<file path="src/rtl/div_restoring.sv">
// -----------------------------------------------------------------------------
// div_restoring -- sequential unsigned restoring divider, one quotient bit per
// clock.
//
// Ports
//   clk        : clock, all state changes on the rising edge
//   rst        : synchronous, active-high reset
//   start      : request a division (accepted only while idle)
//   A, B       : dividend / divisor, sampled only on the accepting edge
//   q, r       : quotient / remainder, registered, valid from the done cycle
//   busy       : high while the divider is iterating
//   done       : one-cycle pulse when q, r and dbz carry a fresh result
//   dbz        : divide-by-zero flag of the most recent result
//   fsm_state  : current FSM state for observation (0 IDLE, 1 CALC, 2 DONE)
//
// Handshake: start is a request that is taken on a rising edge only when
// fsm_state is IDLE; there is no back-pressure beyond that, so a start seen in
// CALC or DONE is dropped and its operands are never sampled. The response is
// the done pulse. A non-zero divisor gives done N+1 cycles after acceptance;
// a zero divisor gives done on the next cycle with q = all ones, r = A.
// Results hold until the next done, even while a new division is running.
// -----------------------------------------------------------------------------
module div_restoring #(
    parameter int DATA_WIDTH = 4
) (
    input  logic                  clk,
    input  logic                  rst,
    input  logic                  start,
    input  logic [DATA_WIDTH-1:0] A,
    input  logic [DATA_WIDTH-1:0] B,
    output logic [DATA_WIDTH-1:0] q,
    output logic [DATA_WIDTH-1:0] r,
    output logic                  busy,
    output logic                  done,
    output logic                  dbz,
    output logic [1:0]            fsm_state
);

    localparam int N  = DATA_WIDTH;
    localparam int CW = $clog2(N);
    localparam logic [CW-1:0] LAST_STEP = CW'(N - 1);

    typedef enum logic [1:0] {
        IDLE = 2'd0,
        CALC = 2'd1,
        DONE = 2'd2
    } state_t;

    state_t        state;
    logic [N-1:0]  dvd;      // dividend, shifted out MSB first
    logic [N-1:0]  dvs;      // latched divisor
    logic [N-1:0]  rem;      // working remainder; always < divisor, so N bits hold it
    logic [N-1:0]  quo;      // quotient bits shifted in LSB first
    logic [CW-1:0] cnt;      // step index within CALC

    // One restoring step. The shifted remainder can reach 2*B-1, so the
    // shift and trial subtraction are done at N+1 bits; bit N of the trial
    // is the borrow, set exactly when the divisor does not fit.
    logic [N:0]   rem_sh;
    logic [N:0]   trial;
    logic         fits;
    logic [N-1:0] rem_next;
    logic [N-1:0] quo_next;

    always_comb begin
        rem_sh   = {rem, dvd[N-1]};
        trial    = rem_sh - {1'b0, dvs};
        fits     = ~trial[N];
        rem_next = fits ? trial[N-1:0] : rem_sh[N-1:0];
        quo_next = {quo[N-2:0], fits};
    end

    assign fsm_state = state;

    always_ff @(posedge clk) begin
        if (rst) begin
            state <= IDLE;
            q     <= '0;
            r     <= '0;
            busy  <= 1'b0;
            done  <= 1'b0;
            dbz   <= 1'b0;
            dvd   <= '0;
            dvs   <= '0;
            rem   <= '0;
            quo   <= '0;
            cnt   <= '0;
        end else begin
            case (state)
                IDLE: begin
                    done <= 1'b0;
                    busy <= 1'b0;
                    if (start) begin
                        if (B == '0) begin
                            // Division by zero bypasses the iteration.
                            q     <= '1;
                            r     <= A;
                            dbz   <= 1'b1;
                            done  <= 1'b1;
                            state <= DONE;
                        end else begin
                            dvd   <= A;
                            dvs   <= B;
                            rem   <= '0;
                            quo   <= '0;
                            cnt   <= '0;
                            busy  <= 1'b1;
                            state <= CALC;
                        end
                    end
                end

                CALC: begin
                    dvd <= {dvd[N-2:0], 1'b0};
                    rem <= rem_next;
                    quo <= quo_next;
                    cnt <= cnt + CW'(1);
                    if (cnt == LAST_STEP) begin
                        // Last step: publish the result straight from the
                        // step logic so done follows on the next cycle.
                        q     <= quo_next;
                        r     <= rem_next;
                        dbz   <= 1'b0;
                        busy  <= 1'b0;
                        done  <= 1'b1;
                        state <= DONE;
                    end
                end

                DONE: begin
                    done  <= 1'b0;
                    busy  <= 1'b0;
                    state <= IDLE;
                end

                default: begin
                    done  <= 1'b0;
                    busy  <= 1'b0;
                    state <= IDLE;
                end
            endcase
        end
    end

endmodule

</file>
<file path="config.mk">
export PLATFORM = sky130hd
export DESIGN_NAME = div_restoring
export DESIGN_NICKNAME = d
export VERILOG_FILES = /design/src/rtl/div_restoring.sv
export SDC_FILE = /design/constraint.sdc
export NUM_CORES = 1
export LEC_CHECK = 0
export ABC_AREA = 0
export ABC_CLOCK_PERIOD_IN_PS = 5700
export CAP_MARGIN = 10
export CORE_UTILIZATION = 30
export CTS_CLUSTER_SIZE = 10
export DETAILED_ROUTE_END_ITERATION = 6
export RECOVER_POWER = 25
export SLEW_MARGIN = 30
export SYNTH_ARGS = -nofsm -noshare
export SYNTH_HDL_FRONTEND = slang
export SYNTH_SLANG_ARGS = --single-unit
</file>
<file path="constraint.sdc">
create_clock -name clk -period 5.7 [get_ports clk]
set_input_delay 1.14 -clock clk [delete_from_list [all_inputs] [get_ports clk]]
set_output_delay 1.14 -clock clk [all_outputs]
set_load 0.005 [all_outputs]
</file>
==> run_summary.xml, run 1 <==
<?xml version="1.0" encoding="UTF-8"?>
<metrics>
  <group name="grt">
    <metric name="grtUsageTotal" unit="%">12.3</metric>
    <metric name="first_global_vias" unit="">1053</metric>
    <metric name="grt_antenna_before_repair" unit="">0</metric>
    <metric name="grt_start_max_net_pins" unit="">31</metric>
    <metric name="overflow" unit="">0</metric>
    <metric name="grt_first_pass_wirelength" unit="mm">4.71</metric>
  </group>
  <group name="layout">
    <metric name="fillerInstances" unit="">442</metric>
    <metric name="fin_area" unit="mm²">0.00176</metric>
    <metric name="final_nets" unit="">200</metric>
    <metric name="antenna_cells_inserted" unit="">0</metric>
    <metric name="final_layout_size_suffix_gt1_share" unit="%">9.78</metric>
    <metric name="areaGrowthSynthToFinish" unit="%">30.5</metric>
  </group>
  <group name="power">
    <metric name="final_power" unit="µW">572</metric>
    <metric name="switching_share" unit="%">23.0</metric>
    <metric name="comb_power_share" unit="%">13.2</metric>
    <metric name="pwr-share-clk" unit="%">47.0</metric>
    <metric name="internal-power" unit="µW">441</metric>
    <metric name="peakVddDrop" unit="V">0.000137</metric>
    <metric name="seqPwrFrac" unit="%">39.9</metric>
    <metric name="powerDensity" unit="mW/mm²">325</metric>
    <metric name="leakagePower" unit="nW">0.680</metric>
    <metric name="total_switching_power" unit="µW">131</metric>
  </group>
  <group name="yosys">
    <metric name="syn_nets" unit="">176</metric>
    <metric name="number_of_synthesized_flops_with_an_enable_pin" unit="">0</metric>
    <metric name="post_syn_area_per_cell" unit="µm²">8.50</metric>
    <metric name="synth.yosys.seq_area_share" unit="%">44.4</metric>
    <metric name="share_of_the_synthesized_area_in_the_top_cell_type" unit="%">44.4</metric>
    <metric name="post_synth_instance_area" unit="mm²">0.00135</metric>
    <metric name="synthArstFlopShare" unit="%">0</metric>
    <metric name="synthMostInstantiatedCell" unit="">nor2_1</metric>
    <metric name="yosys-top-cells-count" unit="">nor2_1 (31), dfxtp_1 (30), nand2_1 (20)</metric>
    <metric name="postSynthCellCount" unit="">159</metric>
    <metric name="netlist.top_cell.by_area" unit="">dfxtp_1</metric>
    <metric name="cell_types_occupying_the_most_area_after_synthesis" unit="">dfxtp_1 (44%), nor2_1 (8.6%), a21oi_1 (5.6%)</metric>
    <metric name="synth_cell_type_count" unit="">28</metric>
    <metric name="yosys_most_used_dff" unit="">dfxtp_1</metric>
    <metric name="postSynthRegisterBits" unit="">30</metric>
    <metric name="synth_warnings" unit="">0</metric>
  </group>
  <group name="clocking">
    <metric name="cts_htree_levels" unit="">2</metric>
    <metric name="clock_insertion_delay_worst_skew" unit="ns">0.28</metric>
    <metric name="clock_slew_at_the_register_clock_pins_of_the_worst_setup_and_hold_paths" unit="ns">0.07</metric>
    <metric name="cts-buffers-inserted" unit="">5</metric>
    <metric name="clock_sink_count" unit="">30</metric>
    <metric name="tritoncts" unit="">built</metric>
    <metric name="clockBufferDepth" unit="">2</metric>
    <metric name="clock_tree.root_cell" unit="">clkbuf_8</metric>
    <metric name="post_cts_resize_count" unit="">0</metric>
    <metric name="post-cts-setup-buffers" unit="">0</metric>
    <metric name="postCtsHoldBufs" unit="">0</metric>
  </group>
  <group name="die">
    <metric name="die_height" unit="µm">69.1</metric>
    <metric name="io_pins" unit="">24</metric>
    <metric name="rows" unit="">24</metric>
    <metric name="core_region_area" unit="mm²">0.00435</metric>
    <metric name="fp.dieArea" unit="mm²">0.00478</metric>
    <metric name="chip_width" unit="µm">69.1</metric>
    <metric name="initial_core_util" unit="%">31.0</metric>
  </group>
  <group name="timing">
    <metric name="rsz0062_at_grt" unit="">false</metric>
    <metric name="hold-worst-slack" unit="ns">0.458</metric>
    <metric name="post-route-min-period" unit="ns">3.06</metric>
    <metric name="finalSetupTns" unit="ns">0</metric>
    <metric name="max-slew-margin-rel" unit="%">39.8</metric>
    <metric name="timing.final.max_slew_violations" unit="">0</metric>
    <metric name="skew" unit="ns">0.00792</metric>
    <metric name="worst_slew_pin_tran" unit="ns">0.901</metric>
    <metric name="setup_violations" unit="">0</metric>
    <metric name="finalCritPeriodShare" unit="%">53.7</metric>
    <metric name="hold_viol_final" unit="">0</metric>
    <metric name="max_freq" unit="MHz">327</metric>
  </group>
  <group name="worst_setup_path">
    <metric name="ff2ff_setup_slack" unit="ns">3.30</metric>
    <metric name="timing.critical_path.to_type" unit="">flop</metric>
    <metric name="worst-endpoint-arrival" unit="ns">3.26</metric>
    <metric name="timing.critical_path.required" unit="ns">5.90</metric>
    <metric name="r2r_cells" unit="">8</metric>
    <metric name="setup.worst_path.class" unit="">in2reg</metric>
    <metric name="path_max_fanout" unit="">16</metric>
    <metric name="worstReg2RegEnd" unit="">r[1]</metric>
    <metric name="critPathLaunchType" unit="">primary input</metric>
    <metric name="r2r_start" unit="">dvd[3]</metric>
    <metric name="crit_end" unit="">r[0]</metric>
    <metric name="critPathLaunch" unit="">B[0]</metric>
  </group>
  <group name="detailed_routing">
    <metric name="post-route-drc-count" unit="">0</metric>
    <metric name="totalWireLength" unit="mm">2.72</metric>
    <metric name="postRouteAntennaNets" unit="">0</metric>
    <metric name="detailroute.via_count" unit="">1134</metric>
    <metric name="drt-pass1-iter-count" unit="">4</metric>
    <metric name="detail_route.vias_per_cell" unit="">4.81</metric>
    <metric name="routedWlPerCell" unit="µm">11.5</metric>
    <metric name="detail_route.iter0.violations" unit="">64</metric>
  </group>
  <group name="job">
    <metric name="max_cap_viol_count" unit="">0</metric>
  </group>
  <group name="placed_design">
    <metric name="dpl_hpwl" unit="mm">1.93</metric>
    <metric name="detailed_place.area" unit="mm²">0.00162</metric>
    <metric name="buffers_on_ports" unit="">23</metric>
    <metric name="finalWeightedCongestion" unit="">0.725</metric>
  </group>
  <group name="min_path">
    <metric name="min_path_cells" unit="">2</metric>
    <metric name="class_of_the_tightest_hold_or_removal_check" unit="">reg2reg</metric>
  </group>
  <group name="run_status">
    <metric name="status" unit="">finished clean</metric>
  </group>
</metrics>
==> worst max-delay path: stages <==
cell	delay (ns)
clkdlybuf4s50_1	0.42
or4_4	0.56
or3b_4	0.42
a21oi_4	0.40
nor2_1	0.08
a311oi_1	0.24
==> power groups by stage <==
stage                     combinational (mW)  clock, mW  sequential (mW)
after CTS                             0.0772      0.273            0.228
after global routing                  0.0854      0.283            0.230
after floorplan                       0.0523          0            0.232
after global placement                0.0762          0            0.233
final                                 0.0753      0.269            0.228
after detailed placement              0.0771          0            0.233
==> cell families (layout without fill, tap and decap cells) <==
logic type / Yosys count / in the layout / share of synthesized area (%)
and+or+nand+nor: 72 / 72 / 24.7
AOI/OAI and AO/OA: 33 / 33 / 16.9
DFF: 30 / 30 / 44.4
buffers and inverters: 13 / 38 / 4.17
adders and majority gates: 6 / 6 / 6.11
muxes: 3 / 3 / 2.31
xor gates and xnor gates: 2 / 2 / 1.30
==> final cells by class <==
| cell class | instances | area (µm²) | area share [%] |
|---|---|---|---|
| well taps | 52 | 65.1 | 3.69 |
| clock inverters | 2 | 60.1 | 3.41 |
| repair buffers | 24 | 238 | 13.5 |
| clock buffers | 6 | 82.6 | 4.68 |
| inverters | 6 | 22.5 | 1.28 |
| flip-flops and latches | 30 | 601 | 34.1 |
| multi-input cells | 116 | 694 | 39.4 |
==> worst min-delay path by stage <==
stage / slack [ns] / startpoint / to
3_5_place_dp: 0.45 / dvd[0] / dvd[0]
5_1_grt: 0.48 / busy / busy
4_1_cts: 0.46 / dvd[0] / dvd[0]
2_1_floorplan: 0.44 / dvs[2] / dvs[2]
6_report: 0.46 / dvd[0] / dvd[0]
3_3_place_gp: 0.44 / dvd[0] / dvd[0]
==> cells in the final DEF, fill, tap and decap left out, types with 2 or more instances in the layout <==
cell type / n
nor2_1: 31
dfxtp_1: 30
nand2_1: 20
a21oi_1: 15
clkdlybuf4s50_1: 13
dlygate4sd3_1: 10
nand3_1: 8
a311oi_1: 7
inv_1: 6
clkbuf_8: 6
ha_1: 5
nand2b_1: 4
a22oi_1: 4
nor3_2: 3
nor2b_1: 2
a31oi_1: 2
a211oi_1: 2
mux2i_1: 2
bufinv_16: 2
==> metal layers <==
metal	vias up	track usage, %	routed length (µm)
li1	592	-	-
met1	524	15.7	1350
met2	14	19.3	1250
met3	4	3.51	103
met4	0	5.44	22
met5	-	0	0
==> registers in the layout, indices dropped and copies added, names as in the netlist <==
register / count
dvs: 4
done: 1
r: 4
q: 4
busy: 1
dvd: 4
quo: 3
fsm_state: 2
dbz: 1
rem: 4
cnt: 2
==> per-stage QoR <==
step                      utilization, %  instances  worst slack (ns)
after floorplan                        -        159              3.02
after global placement              37.2        228              2.38
after detailed placement            37.2        228              2.33
after CTS                           40.5        236              2.63
after global routing                40.5        236              2.51
final                               40.5        236              2.64
No activity file was read; power rests on OpenSTA's default activity.
==> run 2: changes to the inputs <==
--- a/config.mk
+++ b/config.mk
@@ -6,7 +6,7 @@
 export NUM_CORES = 1
 export LEC_CHECK = 0
 export ABC_AREA = 0
-export ABC_CLOCK_PERIOD_IN_PS = 5700
+export ABC_CLOCK_PERIOD_IN_PS = 3200
 export CAP_MARGIN = 10
 export CORE_UTILIZATION = 30
 export CTS_CLUSTER_SIZE = 10
==> constraint.sdc (replaced) <==
create_clock -name clk -period 3.2 [get_ports clk]
set_input_delay 0.64 -clock clk [delete_from_list [all_inputs] [get_ports clk]]
set_output_delay 0.64 -clock clk [all_outputs]
set_load 0.005 [all_outputs]
==> run 2 against run 1 <==
Net effect: cell count did not move; cell area shrank 3.3%; clock skew down 0.00075 ns; sequential power rose by 79%; setup slack got worse by 2.0 ns; sequential share of layout area up 1.2 points; critical path type unchanged; critical endpoint is now r[1]; highest routed layer unchanged.
==> run_summary.xml, run 2 (synthesis gave the netlist of run 1 again) <==
<?xml version="1.0" encoding="UTF-8"?>
<metrics>
  <group name="layout">
    <metric name="fillerInstances" unit="">443</metric>
    <metric name="final_common_cell" unit="">nor2_1</metric>
    <metric name="regArea" unit="µm²">601</metric>
    <metric name="fin_cells" unit="">236</metric>
    <metric name="mostFrequentLayoutCells" unit="">nor2_1 (31), dfxtp_1 (30), nand2_1 (20)</metric>
    <metric name="antenna_cells_inserted" unit="">0</metric>
    <metric name="final_layout_size_suffix_gt1_share" unit="%">8.70</metric>
    <metric name="finish.utilization" unit="%">39.1</metric>
    <metric name="multiInputGateArea" unit="µm²">694</metric>
    <metric name="final_nets" unit="">201</metric>
    <metric name="areaGrowthSynthToFinish" unit="%">26.1</metric>
  </group>
  <group name="worst_setup_path">
    <metric name="timing.critical_path.to_type" unit="">flop</metric>
    <metric name="setup.worst_path.class" unit="">in2reg</metric>
    <metric name="critical_path_cell_sequence" unit="">clkdlybuf4s50_1 &gt; or4_4 &gt; or3b_4 &gt; a21oi_4 &gt; nor2_1 &gt; a311oi_1</metric>
    <metric name="slowest_stage_delay_cp" unit="ns">0.56</metric>
    <metric name="worst-endpoint-arrival" unit="ns">2.78</metric>
    <metric name="path_max_fanout" unit="">16</metric>
    <metric name="critPathLaunchType" unit="">primary input</metric>
    <metric name="timing.critical_path.required" unit="ns">3.39</metric>
    <metric name="critPathSlowestCell" unit="">or4_4</metric>
  </group>
  <group name="timing">
    <metric name="max-slew-margin-rel" unit="%">66.0</metric>
    <metric name="final.setup.worst_slack" unit="ns">0.610</metric>
    <metric name="finalSetupTns" unit="ns">0</metric>
    <metric name="worst_slew_pin_tran" unit="ns">0.509</metric>
    <metric name="skew" unit="ns">0.00717</metric>
    <metric name="hold-worst-slack" unit="ns">0.456</metric>
    <metric name="setup_violations" unit="">0</metric>
    <metric name="rsz0062_at_grt" unit="">false</metric>
    <metric name="post-route-min-period" unit="ns">2.59</metric>
    <metric name="hold_viol_final" unit="">0</metric>
    <metric name="timing.final.max_slew_violations" unit="">0</metric>
    <metric name="finalCritPeriodShare" unit="%">80.9</metric>
    <metric name="max_freq" unit="MHz">386</metric>
  </group>
  <group name="detailed_routing">
    <metric name="post-route-drc-count" unit="">0</metric>
    <metric name="postRouteAntennaNets" unit="">0</metric>
    <metric name="detail_route.vias_per_cell" unit="">4.83</metric>
    <metric name="totalWireLength" unit="mm">2.79</metric>
    <metric name="routedWlPerCell" unit="µm">11.8</metric>
    <metric name="drt-pass1-iter-count" unit="">4</metric>
    <metric name="detail_route.iter0.violations" unit="">36</metric>
    <metric name="detailroute.via_count" unit="">1141</metric>
  </group>
  <group name="clocking">
    <metric name="cts_htree_levels" unit="">2</metric>
    <metric name="clock_tree.root_cell" unit="">clkbuf_8</metric>
    <metric name="cts-buffers-inserted" unit="">5</metric>
    <metric name="tritoncts" unit="">built</metric>
    <metric name="clockBufferDepth" unit="">2</metric>
    <metric name="post-cts-setup-buffers" unit="">0</metric>
    <metric name="post_cts_resize_count" unit="">0</metric>
    <metric name="clock_sink_count" unit="">30</metric>
    <metric name="postCtsHoldBufs" unit="">0</metric>
    <metric name="clock_insertion_delay_worst_skew" unit="ns">0.28</metric>
    <metric name="clock_slew_at_the_register_clock_pins_of_the_worst_setup_and_hold_paths" unit="ns">0.06</metric>
  </group>
  <group name="placed_design">
    <metric name="dpl_hpwl" unit="mm">2.02</metric>
    <metric name="post-place-ws" unit="ns">0.306</metric>
    <metric name="placed_cells_incl_taps" unit="">229</metric>
    <metric name="finalWeightedCongestion" unit="">0.732</metric>
    <metric name="buffers_on_ports" unit="">23</metric>
  </group>
  <group name="grt">
    <metric name="grt_first_pass_wirelength" unit="mm">4.76</metric>
    <metric name="overflow" unit="">0</metric>
    <metric name="grtUsageTotal" unit="%">12.6</metric>
    <metric name="grt_start_max_net_pins" unit="">21</metric>
    <metric name="first_global_vias" unit="">1065</metric>
    <metric name="grt_antenna_before_repair" unit="">0</metric>
  </group>
  <group name="run_status">
    <metric name="status" unit="">finished clean</metric>
  </group>
  <group name="die">
    <metric name="chip_width" unit="µm">69.1</metric>
    <metric name="initial_core_util" unit="%">31.0</metric>
    <metric name="io_pins" unit="">24</metric>
    <metric name="fp.dieArea" unit="mm²">0.00478</metric>
    <metric name="rows" unit="">24</metric>
    <metric name="core_region_area" unit="mm²">0.00435</metric>
    <metric name="die_height" unit="µm">69.1</metric>
  </group>
  <group name="job">
    <metric name="max_cap_viol_count" unit="">0</metric>
  </group>
  <group name="power">
    <metric name="leakagePower" unit="nW">0.652</metric>
    <metric name="peakVddDrop" unit="V">0.000188</metric>
    <metric name="powerDensity" unit="mW/mm²">486</metric>
  </group>
  <group name="min_path">
    <metric name="class_of_the_tightest_hold_or_removal_check" unit="">reg2reg</metric>
  </group>
</metrics>
run 2: changes by cell type in the layout (fill, tap and decap cells not counted):
cell,before,now
buf_4,1,2
bufinv_16,2,0
clkbuf_1,0,2
clkbuf_8,6,5
run 2: critical path: cells and delay by family:
kind	cells	cell delay [ns]
buf+inv	1	0.42
simple gates	3	1.06
compound gates	2	0.65
run 2: layout make-up:
| class | instances | share of cell area [%] |
|---|---|---|
| Inverter | 6 | 1.32 |
| Sequential cell | 30 | 35.2 |
| Timing Repair Buffer | 25 | 14.4 |
| Multi-Input combinational cell | 116 | 40.7 |
| Tap cell | 52 | 3.82 |
| Clock buffer | 7 | 4.48 |
run 2: per-stage QoR:
stage               power [mW]  instance area [µm²]
finish                   0.829                 1700
detailed placement       0.554                 1630
global placement         0.553                 1630
floorplan                0.506                 1350
global route             0.868                 1700
CTS                      0.838                 1700
run 2: path summary, 6_finish.rpt:
check | slack (ns) | startpoint | to | cells after the start
hold reg to reg | 0.46 | dvd[0] | dvd[0] | 2
setup reg to reg | 0.75 | dvd[3] | r[1] | 8
setup / recovery | 0.61 | B[0] | r[1] | 6
hold / removal | 0.46 | dvd[0] | dvd[0] | 2
run 2: power by group:
part           switching (mW)  internal (mW)
Sequential             0.0135          0.393
Clock                   0.136          0.149
Combinational          0.0753         0.0610
run 2: layer usage:
layer / share of wire [%] / vias to the layer above / global-route usage (%) / routed length, µm
met5: 0 / - / 0 / 0
met4: 1.5 / 0 / 4.76 / 41
met3: 3.4 / 5 / 4.97 / 94
met2: 48 / 15 / 20.3 / 1330
met1: 47 / 527 / 15.0 / 1320
li1: - / 594 / - / -
